## src/rtl/mmu_pxr_ctl_if.sv

```systemverilog
// Requester ports (CPU I/O page and console/debug) plus the MMU PXR programming port.
// Handshake: req is raised with we/be/addr/wdata stable and held until the one-cycle
// ack; rdata is valid while ack is high; req must drop the cycle after ack.
interface mmu_pxr_ctl_if;
  logic        cpu_req;
  logic        cpu_we;
  logic [1:0]  cpu_be;
  logic [7:0]  cpu_addr;
  logic [15:0] cpu_wdata;
  logic        cpu_ack;
  logic [15:0] cpu_rdata;

  logic        dbg_req;
  logic        dbg_we;
  logic [1:0]  dbg_be;
  logic [7:0]  dbg_addr;
  logic [15:0] dbg_wdata;
  logic        dbg_ack;
  logic [15:0] dbg_rdata;

  logic        pxr_rd;
  logic        pxr_wr;
  logic [1:0]  pxr_be;
  logic [7:0]  pxr_addr;
  logic [15:0] pxr_data_in;
  logic [15:0] pxr_data_out;

  modport slave (
    input  cpu_req, cpu_we, cpu_be, cpu_addr, cpu_wdata,
    output cpu_ack, cpu_rdata,
    input  dbg_req, dbg_we, dbg_be, dbg_addr, dbg_wdata,
    output dbg_ack, dbg_rdata,
    output pxr_rd, pxr_wr, pxr_be, pxr_addr, pxr_data_in,
    input  pxr_data_out
  );

  modport master (
    output cpu_req, cpu_we, cpu_be, cpu_addr, cpu_wdata,
    input  cpu_ack, cpu_rdata,
    output dbg_req, dbg_we, dbg_be, dbg_addr, dbg_wdata,
    input  dbg_ack, dbg_rdata,
    input  pxr_rd, pxr_wr, pxr_be, pxr_addr, pxr_data_in,
    output pxr_data_out
  );
endinterface

```

## src/rtl/mmu_pxr_ctl.sv

```systemverilog
// Owns the MMU PAR/PDR/MMR programming port: hardware clear of the 128 PDR/PAR
// entries after reset or on init_req, then round-robin CPU/console access.
module mmu_pxr_ctl #(
  parameter bit          CLEAR_ON_RESET = 1'b1,
  parameter logic [15:0] INIT_DATA      = 16'o000000
) (
  input  logic         clk,
  input  logic         local_reset,
  input  logic         init_req,
  output logic         busy,
  output logic [1:0]   fsm_state,
  mmu_pxr_ctl_if.slave bus
);

  typedef enum logic [1:0] {
    S_INIT   = 2'd0,
    S_IDLE   = 2'd1,
    S_ACCESS = 2'd2,
    S_ACK    = 2'd3
  } state_t;

  localparam logic GNT_CPU = 1'b0;
  localparam logic GNT_DBG = 1'b1;

  state_t      state;
  logic [6:0]  idx;
  logic        last_grant;
  logic        gnt;
  logic        acc_we;
  logic        pend_init;

  logic        init_go;
  logic        pick_dbg;
  logic        sel_we;
  logic [1:0]  sel_be;
  logic [7:0]  sel_addr;
  logic [15:0] sel_wdata;

  // MMR1/MMR2 are read-only from the programming port; their writes are acked but dropped.
  function automatic logic is_mmr12(input logic [7:0] a);
    return (a[7:6] == 2'b10) && ((a[1:0] == 2'b01) || (a[1:0] == 2'b10));
  endfunction

  assign init_go   = CLEAR_ON_RESET && init_req;
  assign pick_dbg  = bus.dbg_req && (!bus.cpu_req || (last_grant == GNT_CPU));
  assign sel_we    = pick_dbg ? bus.dbg_we    : bus.cpu_we;
  assign sel_be    = pick_dbg ? bus.dbg_be    : bus.cpu_be;
  assign sel_addr  = pick_dbg ? bus.dbg_addr  : bus.cpu_addr;
  assign sel_wdata = pick_dbg ? bus.dbg_wdata : bus.cpu_wdata;
  assign fsm_state = state;

  // Port outputs are registered: the value loaded at an edge is what the MMU sees
  // during the following cycle, so the INIT write of idx appears one cycle later.
  always_ff @(posedge clk or posedge local_reset) begin
    if (local_reset) begin
      state           <= CLEAR_ON_RESET ? S_INIT : S_IDLE;
      idx             <= '0;
      last_grant      <= GNT_CPU;
      gnt             <= GNT_CPU;
      acc_we          <= 1'b0;
      pend_init       <= 1'b0;
      busy            <= 1'b0;
      bus.cpu_ack     <= 1'b0;
      bus.cpu_rdata   <= '0;
      bus.dbg_ack     <= 1'b0;
      bus.dbg_rdata   <= '0;
      bus.pxr_rd      <= 1'b0;
      bus.pxr_wr      <= 1'b0;
      bus.pxr_be      <= '0;
      bus.pxr_addr    <= '0;
      bus.pxr_data_in <= '0;
    end else begin
      busy            <= 1'b0;
      bus.cpu_ack     <= 1'b0;
      bus.dbg_ack     <= 1'b0;
      bus.pxr_rd      <= 1'b0;
      bus.pxr_wr      <= 1'b0;
      bus.pxr_be      <= '0;
      bus.pxr_addr    <= '0;
      bus.pxr_data_in <= '0;
      case (state)
        S_INIT: begin
          busy            <= 1'b1;
          bus.pxr_wr      <= 1'b1;
          bus.pxr_be      <= 2'b11;
          bus.pxr_data_in <= INIT_DATA;
          bus.pxr_addr    <= {1'b0, idx[6], idx[5:0]};
          if (init_go) begin
            idx <= '0;
          end else if (idx == 7'd127) begin
            idx   <= '0;
            state <= S_IDLE;
          end else begin
            idx <= idx + 7'd1;
          end
        end
        S_IDLE: begin
          if (pend_init || init_go) begin
            pend_init <= 1'b0;
            idx       <= '0;
            state     <= S_INIT;
          end else if (bus.cpu_req || bus.dbg_req) begin
            gnt             <= pick_dbg;
            last_grant      <= pick_dbg;
            acc_we          <= sel_we;
            bus.pxr_addr    <= sel_addr;
            bus.pxr_be      <= sel_be;
            bus.pxr_data_in <= sel_wdata;
            bus.pxr_rd      <= !sel_we;
            bus.pxr_wr      <= sel_we && !is_mmr12(sel_addr);
            state           <= S_ACCESS;
          end
        end
        S_ACCESS: begin
          if (init_go) pend_init <= 1'b1;
          if (!acc_we) begin
            if (gnt == GNT_DBG) bus.dbg_rdata <= bus.pxr_data_out;
            else                bus.cpu_rdata <= bus.pxr_data_out;
          end
          bus.cpu_ack <= (gnt == GNT_CPU);
          bus.dbg_ack <= (gnt == GNT_DBG);
          state       <= S_ACK;
        end
        S_ACK: begin
          if (init_go) pend_init <= 1'b1;
          state <= S_IDLE;
        end
        default: state <= S_IDLE;
      endcase
    end
  end

endmodule

```

## src/flat_wrapper.sv

```systemverilog
// flat-port wrapper written by rule: the top's interface ports become plain ports
module mmu_pxr_ctl_flat 
#(
  parameter bit          CLEAR_ON_RESET = 1'b1,
  parameter logic [15:0] INIT_DATA      = 16'o000000
)
  (clk, local_reset, init_req, busy, fsm_state, bus_cpu_req, bus_cpu_we, bus_cpu_be, bus_cpu_addr, bus_cpu_wdata, bus_cpu_ack, bus_cpu_rdata, bus_dbg_req, bus_dbg_we, bus_dbg_be, bus_dbg_addr, bus_dbg_wdata, bus_dbg_ack, bus_dbg_rdata, bus_pxr_rd, bus_pxr_wr, bus_pxr_be, bus_pxr_addr, bus_pxr_data_in, bus_pxr_data_out);
  mmu_pxr_ctl_if bus_i ();
  input  logic clk;
  input  logic local_reset;
  input  logic init_req;
  output logic busy;
  output logic [1:0] fsm_state;
  input wire logic [$bits(bus_i.cpu_req)-1:0] bus_cpu_req;
  input wire logic [$bits(bus_i.cpu_we)-1:0] bus_cpu_we;
  input wire logic [$bits(bus_i.cpu_be)-1:0] bus_cpu_be;
  input wire logic [$bits(bus_i.cpu_addr)-1:0] bus_cpu_addr;
  input wire logic [$bits(bus_i.cpu_wdata)-1:0] bus_cpu_wdata;
  output wire logic [$bits(bus_i.cpu_ack)-1:0] bus_cpu_ack;
  output wire logic [$bits(bus_i.cpu_rdata)-1:0] bus_cpu_rdata;
  input wire logic [$bits(bus_i.dbg_req)-1:0] bus_dbg_req;
  input wire logic [$bits(bus_i.dbg_we)-1:0] bus_dbg_we;
  input wire logic [$bits(bus_i.dbg_be)-1:0] bus_dbg_be;
  input wire logic [$bits(bus_i.dbg_addr)-1:0] bus_dbg_addr;
  input wire logic [$bits(bus_i.dbg_wdata)-1:0] bus_dbg_wdata;
  output wire logic [$bits(bus_i.dbg_ack)-1:0] bus_dbg_ack;
  output wire logic [$bits(bus_i.dbg_rdata)-1:0] bus_dbg_rdata;
  output wire logic [$bits(bus_i.pxr_rd)-1:0] bus_pxr_rd;
  output wire logic [$bits(bus_i.pxr_wr)-1:0] bus_pxr_wr;
  output wire logic [$bits(bus_i.pxr_be)-1:0] bus_pxr_be;
  output wire logic [$bits(bus_i.pxr_addr)-1:0] bus_pxr_addr;
  output wire logic [$bits(bus_i.pxr_data_in)-1:0] bus_pxr_data_in;
  input wire logic [$bits(bus_i.pxr_data_out)-1:0] bus_pxr_data_out;
  assign bus_i.cpu_req = bus_cpu_req;
  assign bus_i.cpu_we = bus_cpu_we;
  assign bus_i.cpu_be = bus_cpu_be;
  assign bus_i.cpu_addr = bus_cpu_addr;
  assign bus_i.cpu_wdata = bus_cpu_wdata;
  assign bus_cpu_ack = bus_i.cpu_ack;
  assign bus_cpu_rdata = bus_i.cpu_rdata;
  assign bus_i.dbg_req = bus_dbg_req;
  assign bus_i.dbg_we = bus_dbg_we;
  assign bus_i.dbg_be = bus_dbg_be;
  assign bus_i.dbg_addr = bus_dbg_addr;
  assign bus_i.dbg_wdata = bus_dbg_wdata;
  assign bus_dbg_ack = bus_i.dbg_ack;
  assign bus_dbg_rdata = bus_i.dbg_rdata;
  assign bus_pxr_rd = bus_i.pxr_rd;
  assign bus_pxr_wr = bus_i.pxr_wr;
  assign bus_pxr_be = bus_i.pxr_be;
  assign bus_pxr_addr = bus_i.pxr_addr;
  assign bus_pxr_data_in = bus_i.pxr_data_in;
  assign bus_i.pxr_data_out = bus_pxr_data_out;
  mmu_pxr_ctl #(.CLEAR_ON_RESET(CLEAR_ON_RESET), .INIT_DATA(INIT_DATA)) u_core (.clk(clk), .local_reset(local_reset), .init_req(init_req), .busy(busy), .fsm_state(fsm_state), .bus(bus_i));
endmodule
```

## config.mk

```make
export PLATFORM = sky130hd
export DESIGN_NAME = mmu_pxr_ctl_flat
export DESIGN_NICKNAME = d
export VERILOG_FILES = /design/src/rtl/mmu_pxr_ctl_if.sv /design/src/rtl/mmu_pxr_ctl.sv /design/src/flat_wrapper.sv
export SDC_FILE = /design/constraint.sdc
export NUM_CORES = 1
export LEC_CHECK = 0
export CORE_MARGIN = 2
export CORE_UTILIZATION = 45
export CTS_BUF_LIST = sky130_fd_sc_hd__clkbuf_16
export DETAILED_ROUTE_END_ITERATION = 10
export HOLD_SLACK_MARGIN = 0.06
export PLACE_DENSITY = 0.85
export RECOVER_POWER = 100
export SYNTH_ARGS = -nofsm -noshare
export SYNTH_HDL_FRONTEND = slang
export SYNTH_SLANG_ARGS = --single-unit
```

## constraint.sdc

```tcl
create_clock -name clk -period 7.4 [get_ports clk]
set_input_delay 1.48 -clock clk [delete_from_list [all_inputs] [get_ports clk]]
set_output_delay 1.48 -clock clk [all_outputs]
set_load 0.02 [all_outputs]
```

# After elaboration in Yosys (flattened, before gate mapping)
# Cells that the tools add are included.
classes:
  add_sub_neg: 1
  n_mul: 0
  div: 0
  magnitude_cmp: 0
  eq_ne: 12
  shift: 0
  n_mux: 34
  bitwise_logic: 3
  n_reduce_logical: 20
op_table:
  columns: ["cell", "count"]
  rows:
  - ["16-bit two-way mux", 4]
  - ["8-bit two-way mux", 3]
  - ["7-bit two-way mux", 3]
  - ["8-bit case mux with 2 select lines", 1]
  - ["3-bit AND reduction", 5]
  - ["2-bit two-way mux", 7]
  - ["7-bit case mux with 2 select lines", 1]
  - ["1-bit two-way mux", 11]
  - ["2-bit == test (second input constant)", 4]
  - ["2-bit case mux with 4 select lines", 1]
  - ["7-bit by 1-bit adder with 7-bit output (second input constant)", 1]
  - ["7-bit == test (second input constant)", 1]
  - ["2-bit by 1-bit != test with 1-bit output (second input constant)", 3]
  - ["2-bit by 1-bit == test with 1-bit output (second input constant)", 2]
  - ["1-bit logical OR", 4]
  - ["1-bit case mux with 2 select lines", 2]
  - ["2-bit case mux with 2 select lines", 1]
  - ["2-bit nonzero test", 2]
  - ["1-bit logical AND", 3]
  - ["1-bit zero test", 3]
  - ["3-bit by 1-bit != test with 1-bit output (second input constant)", 1]
  - ["1-bit NOT", 3]
  - ["2-bit zero test", 1]
  - ["2-bit != test (second input constant)", 1]
  - ["other kinds (2)", 2]
word_totals:
  register_bits: 75
  latch_bits: 0
  ramBits: 0
  mem_bits_ro: 0
  input_bits: 75
  output_inout_bits: 65
  wordCells: 85
  memories: 0

# Longest topological paths before layout
# Gate-level depths: netlist of run 1.
logic_depth:
  word_depth: 12
  mapped_depth: 7
  mapped_depth_nobuf: 6

# Worst setup path after synthesis of run 1
# No wires, ideal clock.
synth_timing:
  path_type: "input-to-reg"
  from: "input init_req"
  to: "register u_core.idx[3]"
  setup_ns: 0.124
  arrival_time_ns: 2.262
  required_time_ns: 7.276
  setup_slack_ns: 5.014
  cell_stages: 5
  n_path_buf: 1
  path_cell_list: "nor3b_4 or2_1 buf_6 nor4_2 a211o_1"
synth_via:
  elab_chain_len: 3
  word_cells_on_any_way: 5
  cone_classes: "eq/ne (1); mux (2); reduce/logical (2)"
synth_lines:
  columns: ["element", "line", "rtl"]
  rows:
  - ["start, declared", "flat_wrapper.sv:11", "input logic init_req;"]
  - ["1-bit logical OR", "mmu_pxr_ctl.sv:98", "if (pend_init || init_go) begin"]
  - ["2-bit by 1-bit != test with 1-bit output (no line)", null, null]
  - ["2-bit AND reduction (no line)", null, null]
  - ["end signal, assigned", "mmu_pxr_ctl.sv:94", "idx <= idx + 7'd1;"]
  - ["end, declared", "mmu_pxr_ctl.sv:26", "logic [6:0] idx;"]
# Parallel ways exist; a longest one is shown, timed or not.
# A chain may end at the register's enable or synchronous reset.

# Final worst setup path of run 1
layout_timing:
  from: "input bus_cpu_req"
  to: "register u_core.bus.pxr_addr[4]"
layout_via:
  elab_chain_len: 7
  word_cells_on_any_way: 8
  cone_classes: "mux (4); reduce/logical (4)"
layout_lines:
  columns: ["element", "line", "rtl"]
  rows:
  - ["start, declared", "flat_wrapper.sv:14", "input wire logic [$bits(bus_i.cpu_req)-1:0] bus_cpu_req;"]
  - ["1-bit zero test", "mmu_pxr_ctl.sv:45", "assign pick_dbg = bus.dbg_req && (!bus.cpu_req || (last_grant == GNT_CPU));"]
  - ["1-bit logical OR", "mmu_pxr_ctl.sv:45", null]
  - ["1-bit logical AND", "mmu_pxr_ctl.sv:45", null]
  - ["8-bit two-way mux", "mmu_pxr_ctl.sv:48", "assign sel_addr = pick_dbg ? bus.dbg_addr : bus.cpu_addr;"]
  - ["8-bit two-way mux *", "mmu_pxr_ctl.sv:102", "end else if (bus.cpu_req || bus.dbg_req) begin"]
  - ["8-bit two-way mux *", "mmu_pxr_ctl.sv:98", null]
  - ["8-bit case mux with 2 select lines *", "mmu_pxr_ctl.sv:81", "case (state)"]
  - ["end signal, assigned", "mmu_pxr_ctl.sv:87", "bus.pxr_addr <= {1'b0, idx[6], idx[5:0]};"]
  - ["end signal, assigned", "mmu_pxr_ctl.sv:106", "bus.pxr_addr <= sel_addr;"]
  - ["end, declared", "mmu_pxr_ctl_if.sv:33", "output pxr_rd, pxr_wr, pxr_be, pxr_addr, pxr_data_in,"]
# Every way passes the cells marked *; elsewhere a longest branch is shown, timed or not.

==> summary.md, run 1 <==
| Metric | Value |
|---|---|
| Status | complete, but fails checks |
| Failing checks | max-capacitance violations, max-slew violations |
| CTS resizes | 0 |
| GP Congestion | 0.8249 |
| Most frequent cells in the layout | dlygate4sd3_1, dfrtp_1, clkdlybuf4s50_1 |
| Synthesized flop and latch total | 75 |
| YS warnings | 0 |
| Worst min-delay path class | register to register |
| Critical R2R Launch | u_core.fsm_state[0]$_DFFE_PP0P_ |
| Mapped cell area | 3218 µm² |
| Net Count, Synth | 351 |
| Clk pwr share | 23.6% |
| Top cell type by total area after synthesis | dfrtp_1 |
| Reg-to-reg setup timing slack | 4.06 ns |
| Inst Count DP | 494 |
| N_diodes | 0 |
| Hold Path Cell Cnt | 1 |
| Layout Cells excl Fill | 509 |
| Via count | 2571 |
| Fmax achieved | 0.2269 GHz |
| Worst setup path category | input port to register |
| CP Launch Point | bus_cpu_req |
| Hold Vio Cnt, Final | 0 |
| Max Root-Sink Buffers | 2 |
| Fillcell total | 486 |
| Post-synth EDFFs | 0 |
| Pwr per Cell Area | 357.3 nW/µm² |
| Net Sw Frac | 34.84% |
| Total power | 0.001752 W |
| Clock latency on the worst-skew pair | 0.32 ns |
| Worst slew pin tran | 2.724 ns |
| Slew Limit Fails | 67 |
| Hold Startpoint | u_core.bus.dbg_rdata[8]$_DFFE_PP0P_ |
| Max Cap Viol | 3 |
| DIE AREA | 7844 µm² |
| Iteration-0 DRC Markers | 133 |
| Top cells by area, synth | dfrtp_1, mux2_2, nand2_1 |
| Req. time, crit path | 7.48 ns |
| Leak | 2.266 nW |
| Seq/Total Area, Yosys | 58.32% |
| Final Core Density | 71.38% |
| Critical R2R Capture | u_core.bus.cpu_rdata[10]$_DFFE_PP0P_ |
| Share of cells above drive strength 1 | 12.11% |
| Via-to-Cell Ratio | 5.051 |
| Tcrit/Tclk final | 59.57% |
| FP Rows | 30 |
| Sequential Power Share | 35.3% |
| CTS HTree Levels | 3 |
| WL final | 8040 µm |
| First-pass GRT wire length | 12340 µm |
| RSZ-0062 raised after global routing | no |
| Combinational power share | 41.1% |
| Drt wl/cell | 15.80 µm |
| Layout Nets | 490 |
| Dpl hpwl | 5988 µm |
| Multi-input gate area | 1210 µm² |
| Startpoint types | input port |
| Post-Syn Area per Cell | 11.92 µm² |
| Largest net degree at the start of global routing | 76 |
| Net Switching | 0.0006105 W |
| Core Box Area | 6869 µm² |
| Most used DFF post-synth | dfrtp_1 |
| # hold bufs at CTS | 0 |
| Starting Density | 46.85% |
| Clk sinks | 75 |
| Total GRT Usage | 20.72% |
| Vias in the first global route | 2614 |
| Setup TNS | 0 ns |
| Total gr overflow | 0 |
| Die H | 88.57 µm |
| Clock root buffer | clkbuf_16 |
| Setup crit end kind | register |
| Async S/R FF share, synth | 100.0% |
| DIE WIDTH | 88.57 µm |
| Final antenna-violating net count | 0 |
| Worst Reg2Reg Path Length in Cells | 4 |
| End of the worst hold path | u_core.bus.dbg_rdata[8]$_DFFE_PP0P_ |
| I/O Buffers | 139 |
| IO Count | 140 |
| Total CTS buffers | 9 |
| Yosys cell types | 39 |
| DRC violations left | 0 |
| Area grow syn2layout | 52.37% |
| Drt first pass iters | 4 |
| Initial antenna violation count | 0 |
| Post-synth top area share | 58.32% |
| CP Max Fanout | 28 |
| Worst relative slew slack | -83.51% |
| TritonCTS clock tree | built |
| Final setup skew | 0.005309 ns |
| VDD IR max | 0.0001651 V |
| P_int | 0.001142 W |
| Post CTS Setup Buffer Count | 0 |
| Arrival time at the worst endpoint | 4.49 ns |
| Cells after Synth | 270 |
| Most common cell after layout, fill and taps aside | dlygate4sd3_1 |
| Register area | 1877 µm² |
| Setup violators final | 0 |
| Period minus WS final | 4.408 ns |
| Clock slew at reported path FFs | 0.06 ns |
state kept, by name, summed over array words and instances, names as in the netlist, 2 cells and up:
name	flops
u_core.bus.pxr_data_in	16
u_core.fsm_state	2
u_core.bus.pxr_addr	8
u_core.bus.dbg_rdata	16
u_core.bus.pxr_be	2
u_core.idx	7
u_core.bus.cpu_rdata	16
power by group through the flow:
stage | clock network (W) | logic, W | registers, W
2_1_floorplan | 0 | 0.000278 | 0.000781
3_3_place_gp | 0 | 0.000762 | 0.000627
3_5_place_dp | 0 | 0.000781 | 0.000637
4_1_cts | 0.000418 | 0.000784 | 0.000631
5_1_grt | 0.000437 | 0.000777 | 0.000635
6_report | 0.000413 | 0.000720 | 0.000619
synth_stat cells, types with 2 or more instances:
library cell	count
a21oi_1	18
buf_2	4
buf_4	3
buf_6	3
clkbuf_1	2
dfrtp_1	75
ha_1	6
inv_1	4
mux2_2	33
mux2i_1	11
nand2_1	51
nand3_1	4
nor2_1	9
nor2b_1	3
nor3_1	2
nor3b_1	2
nor3b_4	2
o21ai_0	13
o21ai_2	2
o21bai_1	2
o22ai_1	2
xnor2_1	2
metrics by stage:
step                      hold WS, ns  area (µm²)  setup slack (ns)
after floorplan                0.4702        3218             4.010
after global placement         0.4877        4657             4.088
after detailed placement       0.4937        4657             4.032
after CTS                      0.5059        4940             4.356
after global routing           0.5118        4903             2.637
final                          0.4972        4903             2.992
worst max path at each step:
stage | to | cells after the start | slack (ns)
CTS | u_core.acc_we$_DFFE_PP0P_ | 5 | 4.36
floorplan | u_core.acc_we$_DFFE_PP0P_ | 1 | 4.01
global placement | u_core.acc_we$_DFFE_PP0P_ | 5 | 4.09
global route | u_core.bus.pxr_addr[4]$_DFF_PP0_ | 3 | 2.64
finish | u_core.bus.pxr_addr[4]$_DFF_PP0_ | 3 | 2.99
detailed placement | u_core.acc_we$_DFFE_PP0P_ | 5 | 4.03
critical path, cell delays in order:
cell,delay [ns]
dlygate4sd3_1,0.59
o21ai_0,2.04
o21ai_0,0.36
routing by layer:
layer	wire length (µm)	GRT usage (%)	up-vias	part of all wire, %
met5	0	0	-	0
met4	140	8.127	0	1.7
met3	587	5.131	14	7.3
met2	4080	36.43	112	51
met1	3231	24.39	1232	40
li1	-	-	1213	-
cells by family (layout without fill, tap and decap cells):
kind of cell | after synthesis | count (layout) | synth area share (%)
compound gates | 46 | 46 | 8.593
fa+ha+maj | 6 | 6 | 2.333
flops | 75 | 75 | 58.32
simple gates | 81 | 81 | 12.17
mux | 44 | 44 | 14.97
xor+xnor | 2 | 2 | 0.5444
buf+inv | 16 | 159 | 3.071
layout make-up:
cell class,instances,area share (%)
clock buffer,9,4.593
multi-input combinational,179,24.67
timing repair buffer,140,28.53
inverter,4,0.3062
clock inverter,6,1.174
sequential,75,38.28
tap,96,2.450
Power figures use the tool's default switching activity.
==> run 2: changes to the inputs <==
--- a/config.mk
+++ b/config.mk
@@ -6,11 +6,11 @@
 export NUM_CORES = 1
 export LEC_CHECK = 0
 export CORE_MARGIN = 2
-export CORE_UTILIZATION = 45
+export CORE_UTILIZATION = 38
 export CTS_BUF_LIST = sky130_fd_sc_hd__clkbuf_16
 export DETAILED_ROUTE_END_ITERATION = 10
 export HOLD_SLACK_MARGIN = 0.06
-export PLACE_DENSITY = 0.85
+export PLACE_DENSITY = 0.76
 export RECOVER_POWER = 100
 export SYNTH_ARGS = -nofsm -noshare
 export SYNTH_HDL_FRONTEND = slang
==> constraint.sdc (replaced) <==
create_clock -name clk -period 3.8 [get_ports clk]
set_input_delay 0.76 -clock clk [delete_from_list [all_inputs] [get_ports clk]]
set_output_delay 0.76 -clock clk [all_outputs]
set_load 0.02 [all_outputs]
==> run 2 against run 1 <==
  * The flow now finishes without violations
  * Combinational power up 93%
  * Sequential share of layout area down 0.088 points
  * Non-clock buffer count up 1
  * Largest power group unchanged
  * Highest routed layer unchanged
==> summary.md, run 2 (same netlist as run 1, synthesis figures left out) <==
| Metric | Value |
|---|---|
| Tcrit/Tclk final | 69.14% |
| Iteration-0 DRC Markers | 66 (-50%) |
| Core Box Area | 8217 µm² (+20%) |
| Total GRT Usage | 17.15% (-3.6 points) |
| Crit-path max cell delay | 0.92 ns (-1.12 ns) |
| CTS resizes | 0 (unchanged) |
| Req. time, crit path | 4.06 ns (-3.42 ns) |
| Worst min-delay path class | register to register |
| I/O Buffers | 139 (unchanged) |
| DRC violations left | 0 (unchanged) |
| Hold Vio Cnt, Final | 0 (unchanged) |
| Vias in the first global route | 2528 (-3.3%) |
| Setup TNS | 0 ns (unchanged) |
| Final antenna-violating net count | 0 (unchanged) |
| Arrival time at the worst endpoint | 2.89 ns (-1.60 ns) |
| Dpl hpwl | 5688 µm (-5.0%) |
| First-pass GRT wire length | 11820 µm (-4.2%) |
| Share of cells above drive strength 1 | 13.01% (+0.91 points) |
| Status | complete, no violations |
| DIE AREA | 9221 µm² (+18%) |
| Worst relative slew slack | 16.26% (+100 points) |
| Critical R2R Capture | u_core.bus.cpu_rdata[1]$_DFFE_PP0P_ |
| Starting Density | 39.17% (-7.7 points) |
| Worst Reg2Reg Path Length in Cells | 4 (unchanged) |
| Clock root buffer | clkbuf_16 |
| Clk sinks | 75 (unchanged) |
| Drt wl/cell | 14.70 µm (-7.0%) |
| TritonCTS clock tree | built |
| Initial antenna violation count | 0 (unchanged) |
| Setup violators final | 0 (unchanged) |
| Total gr overflow | 0 (unchanged) |
| Pwr per Cell Area | 682.2 nW/µm² (+91%) |
| Via count | 2534 (-1.4%) |
| Max Root-Sink Buffers | 2 (unchanged) |
| N_diodes | 0 (unchanged) |
| Slew Limit Fails | 0 (-100%) |
| DIE WIDTH | 96.03 µm (+8.4%) |
| Area after DPL | 4677 µm² (+0.43%) |
| Clock slew at reported path FFs | 0.06 ns (about the same) |
| Final setup skew | 0.004830 ns (-0.0004792 ns) |
| RSZ-0062 raised after global routing | no |
| CP Max Fanout | 55 (+96%) |
| Post CTS Setup Buffer Count | 0 (unchanged) |
| Drt first pass iters | 6 (+2) |
| Leak | 2.244 nW (-0.96%) |
| Via-to-Cell Ratio | 4.873 (-3.5%) |
| Final Core Density | 59.81% (-12 points) |
| Most common cell after layout, fill and taps aside | dfrtp_1 |
| Max Cap Viol | 0 (-3) |
| Worst setup path category | input port to async pin |
| Layout Nets | 491 (+0.20%) |
| Reg-to-reg setup timing slack | 1.40 ns (-2.66 ns) |
| Critical R2R Launch | u_core.fsm_state[0]$_DFFE_PP0P_ |
| Fillcell total | 712 (+47%) |
| Post-route cell area | 4915 µm² (+0.23%) |
| GP Congestion | 0.8779 (+6.4%) |
| WL final | 7642 µm (-5.0%) |
| Total CTS buffers | 9 (unchanged) |
| Hold WS | 0.4997 ns (+0.002508 ns) |
| Slowest cell on crit path | clkbuf_1 |
| Most frequent cells in the layout | dfrtp_1, clkdlybuf4s50_1, dlygate4sd3_1 |
| Worst slew pin tran | 1.251 ns (-1.473 ns) |
| Fmax achieved | 0.3806 GHz |
| Largest regs | u_core.bus.cpu_rdata x16, u_core.bus.dbg_rdata x16, u_core.bus.pxr_data_in x16 |
| Setup crit end kind | async pin |
| Hold Path Cell Cnt | 1 (unchanged) |
| # hold bufs at CTS | 0 (unchanged) |
| Startpoint types | input port |
| Period minus WS final | 2.627 ns |
| IO Count | 140 (unchanged) |
| CTS HTree Levels | 3 (unchanged) |
| End of the worst hold path | u_core.bus.cpu_rdata[5]$_DFFE_PP0P_ |
| CP Cell Sequence | dlygate4sd3_1 > clkinv_2 > clkbuf_1 |
| Die H | 96.03 µm (+8.4%) |
| VDD IR max | 0.0002399 V (+45%) |
| Largest net degree at the start of global routing | 56 (-26%) |
| Hold Startpoint | u_core.bus.cpu_rdata[5]$_DFFE_PP0P_ |
| Clock latency on the worst-skew pair | 0.32 ns (about the same) |
| Area grow syn2layout | 52.72% |
| FP Rows | 33 (+10%) |
-- run 2: cell count changes in the layout (fill, tap and decap cells not counted), moves of 2 or more --
cell             previous run  this run
clkdlybuf4s50_1            55        71
dlygate4sd3_1              84        68
clkinvlp_4                  0         3
mux2_1                      2         0
mux2_2                     31        33
-- run 2: final cells by class --
type / count / area (µm²) / share of cell area [%]
multi-input cells: 179 / 1219 / 24.80
clock buffers: 9 / 225.2 / 4.582
clock inverters: 7 / 43.79 / 0.8910
flip-flops and latches: 75 / 1877 / 38.19
repair buffers: 141 / 1403 / 28.54
well taps: 105 / 131.4 / 2.673
inverters: 4 / 16.27 / 0.3310
-- run 2: how the worst max path moves through the flow --
stage | slack [ns] | cells after the start | to | start
3_5_place_dp | 1.22 | 3 | u_core.bus.pxr_addr[6]$_DFF_PP0_ | bus_cpu_req
2_1_floorplan | 1.13 | 1 | u_core.acc_we$_DFFE_PP0P_ | local_reset
3_3_place_gp | 1.28 | 3 | u_core.bus.pxr_addr[4]$_DFF_PP0_ | bus_cpu_req
5_1_grt | 0.80 | 3 | u_core.bus.pxr_data_in[12]$_DFF_PP0_ | local_reset
4_1_cts | 1.54 | 3 | u_core.bus.pxr_addr[6]$_DFF_PP0_ | bus_dbg_req
6_report | 1.17 | 3 | u_core.bus.pxr_data_in[12]$_DFF_PP0_ | local_reset
-- run 2: metrics by stage --
stage               power [W]  cells  setup WS, ns
CTS                  0.003520    520         1.540
detailed placement   0.002756    504         1.219
global route         0.003572    520        0.7983
finish               0.003353    520         1.173
floorplan            0.002063    270         1.130
global placement     0.002714    504         1.276
-- run 2: power by group --
part / total (W) / switching, W / internal, W
combinational: 0.00139 / 0.000733 / 0.000656
clock: 0.000754 / 0.000316 / 0.000438
sequential: 0.00121 / 0.000140 / 0.00107
total: 0.00335 / 0.00119 / 0.00216
-- run 2: critical path: cells and delay by family --
kind | cells | cell delay (ns)
buf+inv | 3 | 2.09
-- run 2: per-layer routing --
metal	track usage, %	up-vias	part of all wire, %
met1	20.76	1216	41
met3	6.186	8	9.1
met2	28.59	103	49
met5	0	-	0
met4	5.238	0	1.0
li1	-	1207	-
==> run 3: changes to the inputs <==
==> constraint.sdc (replaced) <==
create_clock -name clk -period 2.2 [get_ports clk]
set_input_delay 0.44 -clock clk [delete_from_list [all_inputs] [get_ports clk]]
set_output_delay 0.44 -clock clk [all_outputs]
set_load 0.02 [all_outputs]
==> run 3 against run 2 <==
  * Register-to-register slack worse by 1.2 ns
  * Total power is 78% higher
  * Non-clock buffer count is 4 higher
  * Wire length is 5.7% higher
  * Final cell count is 0.77% higher
  * Die area stayed put
  * First-iteration DRC count is 18% higher
  * Combinational power is 76% higher
  * Final area is 1.3% higher
  * Clock-buffer cell count stayed put
  * Via count is 1.5% higher
  * Sequential power is 73% higher
==> summary.md, run 3 (same netlist as run 1, synthesis figures left out) <==
| Metric | Value |
|---|---|
| Post CTS Setup Buffer Count | 0 (unchanged) |
| Req. time, crit path | 2.40 ns (-1.66 ns) |
| Setup violators final | 0 (unchanged) |
| Cell family with most CP delay | buffers and inverters |
| Final antenna-violating net count | 0 (unchanged) |
| Met2 usage in global routing | 29.05% (+0.46 points) |
| Share of cells above drive strength 1 | 13.84% (+0.83 points) |
| Via count | 2573 (+1.5%) |
| Hold WS | 0.4980 ns (-0.001683 ns) |
| I/O Buffers | 139 (unchanged) |
| Max Root-Sink Buffers | 2 (unchanged) |
| Vias in the first global route | 2551 (+0.91%) |
| Layout Nets | 495 (+0.81%) |
| Clock latency on the worst-skew pair | 0.32 ns (about the same) |
| Total CTS buffers | 9 (unchanged) |
| Crit-path max cell delay | 0.44 ns (-0.48 ns) |
| Area grow syn2layout | 54.67% |
| Slew Limit Fails | 0 (unchanged) |
| Clock root buffer | clkbuf_16 |
| Total GRT Usage | 17.61% (+0.46 points) |
| CTS HTree Levels | 3 (unchanged) |
| WL final | 8080 µm (+5.7%) |
| Initial antenna violation count | 0 (unchanged) |
| Period minus WS final | 2.004 ns |
| IO Count | 140 (unchanged) |
| Setup crit end kind | register |
| Most common cell after layout, fill and taps aside | dfrtp_1 |
| Busiest grt layer | met2 |
| N_diodes | 0 (unchanged) |
| Dpl hpwl | 5820 µm (+2.3%) |
| Hold Vio Cnt, Final | 0 (unchanged) |
| M1 GR Usage | 20.95% (+0.18 points) |
| Pwr per Cell Area | 1197 nW/µm² (+76%) |
| DIE WIDTH | 96.03 µm (unchanged) |
| Clk sinks | 75 (unchanged) |
| Arrival time at the worst endpoint | 2.21 ns (-0.68 ns) |
| Via-to-Cell Ratio | 4.910 (+0.76%) |
| # hold bufs at CTS | 0 (unchanged) |
| Die H | 96.03 µm (unchanged) |
| TritonCTS clock tree | built |
| Worst Path Buf+Inv | 2 (-1) |
| Worst min-delay path class | register to register |
| Clock slew at reported path FFs | 0.06 ns (about the same) |
| Setup TNS | 0 ns (unchanged) |
| Slowest cell on crit path | dfrtp_1 |
| CP Max Fanout | 16 (-71%) |
| Largest regs | u_core.bus.cpu_rdata x16, u_core.bus.dbg_rdata x16, u_core.bus.pxr_data_in x16 |
| CP Cell Sequence | inv_1 > ha_1 > nor3b_1 > clkbuf_2 > mux2_2 |
| Drt wl/cell | 15.42 µm (+4.9%) |
| Max Cap Viol | 0 (unchanged) |
| Status | complete, no violations |
| Worst slew pin tran | 1.142 ns (-0.1088 ns) |
| GP Congestion | 0.8054 (-8.3%) |
| Core Box Area | 8217 µm² (unchanged) |
| Most frequent cells in the layout | dfrtp_1, clkdlybuf4s50_1, dlygate4sd3_1 |
| VDD IR max | 0.0004886 V (+100%) |
| FP Rows | 33 (unchanged) |
| Final setup skew | 0.005378 ns (+0.0005483 ns) |
| DRC violations left | 0 (unchanged) |
| Fmax achieved | 0.4991 GHz |
| PnR worst setup slack | 0.1962 ns (-0.9766 ns) |
| Worst relative slew slack | 23.87% (+7.6 points) |
| Leak | 2.284 nW (+1.8%) |
| CTS resizes | 0 (unchanged) |
| Total gr overflow | 0 (unchanged) |
| Largest net degree at the start of global routing | 76 (+36%) |
| DIE AREA | 9221 µm² (unchanged) |
| Worst setup path category | register to register |
| RSZ-0062 raised after global routing | no |
| First-pass GRT wire length | 12150 µm (+2.8%) |
| Tcrit/Tclk final | 91.08% |
| Iteration-0 DRC Markers | 78 (+18%) |
| Met3 Use GR | 6.265% (+0.078 points) |
| Worst slack, placed | -0.09946 ns (-1.319 ns) |
| Drt first pass iters | 4 (-2) |
| Starting Density | 39.17% (unchanged) |
| Startpoint types | register |
run 3: cell count changes in the layout (fill, tap and decap cells not counted), sizes merged:
cell	delta
dlygate4sd3	-2
clkinv	-1
clkinvlp	-1
buf	+2
inv	+1
clkdlybuf4s50	+2
clkbuf	+2
bufinv	+1
run 3: power by group:
group          internal (W)  total, W  switching, W
combinational       0.00116   0.00245       0.00129
clock              0.000874   0.00143      0.000553
sequential          0.00185   0.00209      0.000239
total               0.00388   0.00596       0.00208
run 3: cell type report:
| type | instances | area [µm²] |
|---|---|---|
| Clock buffer | 9 | 225.2 |
| Inverter | 4 | 18.77 |
| Timing Repair Buffer | 145 | 1430 |
| Multi-Input combinational cell | 179 | 1229 |
| Sequential cell | 75 | 1877 |
| Fill cell | 684 | 3239 |
| Tap cell | 105 | 131.4 |
| Clock inverter | 7 | 66.31 |
run 3: per-stage QoR:
step | total power [W] | std cells | utilization [%] | area, µm²
2_1_floorplan | 0.003564 | 270 | - | 3222
3_3_place_gp | 0.004721 | 508 | 57.47 | 4722
3_5_place_dp | 0.004796 | 508 | 57.47 | 4722
4_1_cts | 0.006246 | 524 | 61.02 | 5014
5_1_grt | 0.006319 | 524 | 60.58 | 4977
6_report | 0.005960 | 524 | 60.58 | 4977
run 3: path summary, 6_finish.rpt:
| path | start | to | slack (ns) | cells after the start |
|---|---|---|---|---|
| setup / recovery | u_core.fsm_state[0]$_DFFE_PP0P_ | u_core.bus.cpu_rdata[2]$_DFFE_PP0P_ | 0.20 | 5 |
| hold / removal | u_core.bus.cpu_rdata[11]$_DFFE_PP0P_ | u_core.bus.cpu_rdata[11]$_DFFE_PP0P_ | 0.50 | 1 |
| setup reg to reg | u_core.fsm_state[0]$_DFFE_PP0P_ | u_core.bus.cpu_rdata[2]$_DFFE_PP0P_ | 0.20 | 5 |
| hold reg to reg | u_core.bus.cpu_rdata[11]$_DFFE_PP0P_ | u_core.bus.cpu_rdata[11]$_DFFE_PP0P_ | 0.50 | 1 |
| max in group asynchronous | local_reset | u_core.bus.cpu_rdata[11]$_DFFE_PP0P_ | 0.60 | 3 |
| min in group asynchronous | local_reset | u_core.bus.cpu_rdata[3]$_DFFE_PP0P_ | 0.96 | 3 |
run 3: layer usage:
metal	vias to the layer above	routed length [µm]
li1	1220	-
met1	1237	3330
met2	105	3949
met3	11	682
met4	0	116
met5	-	0
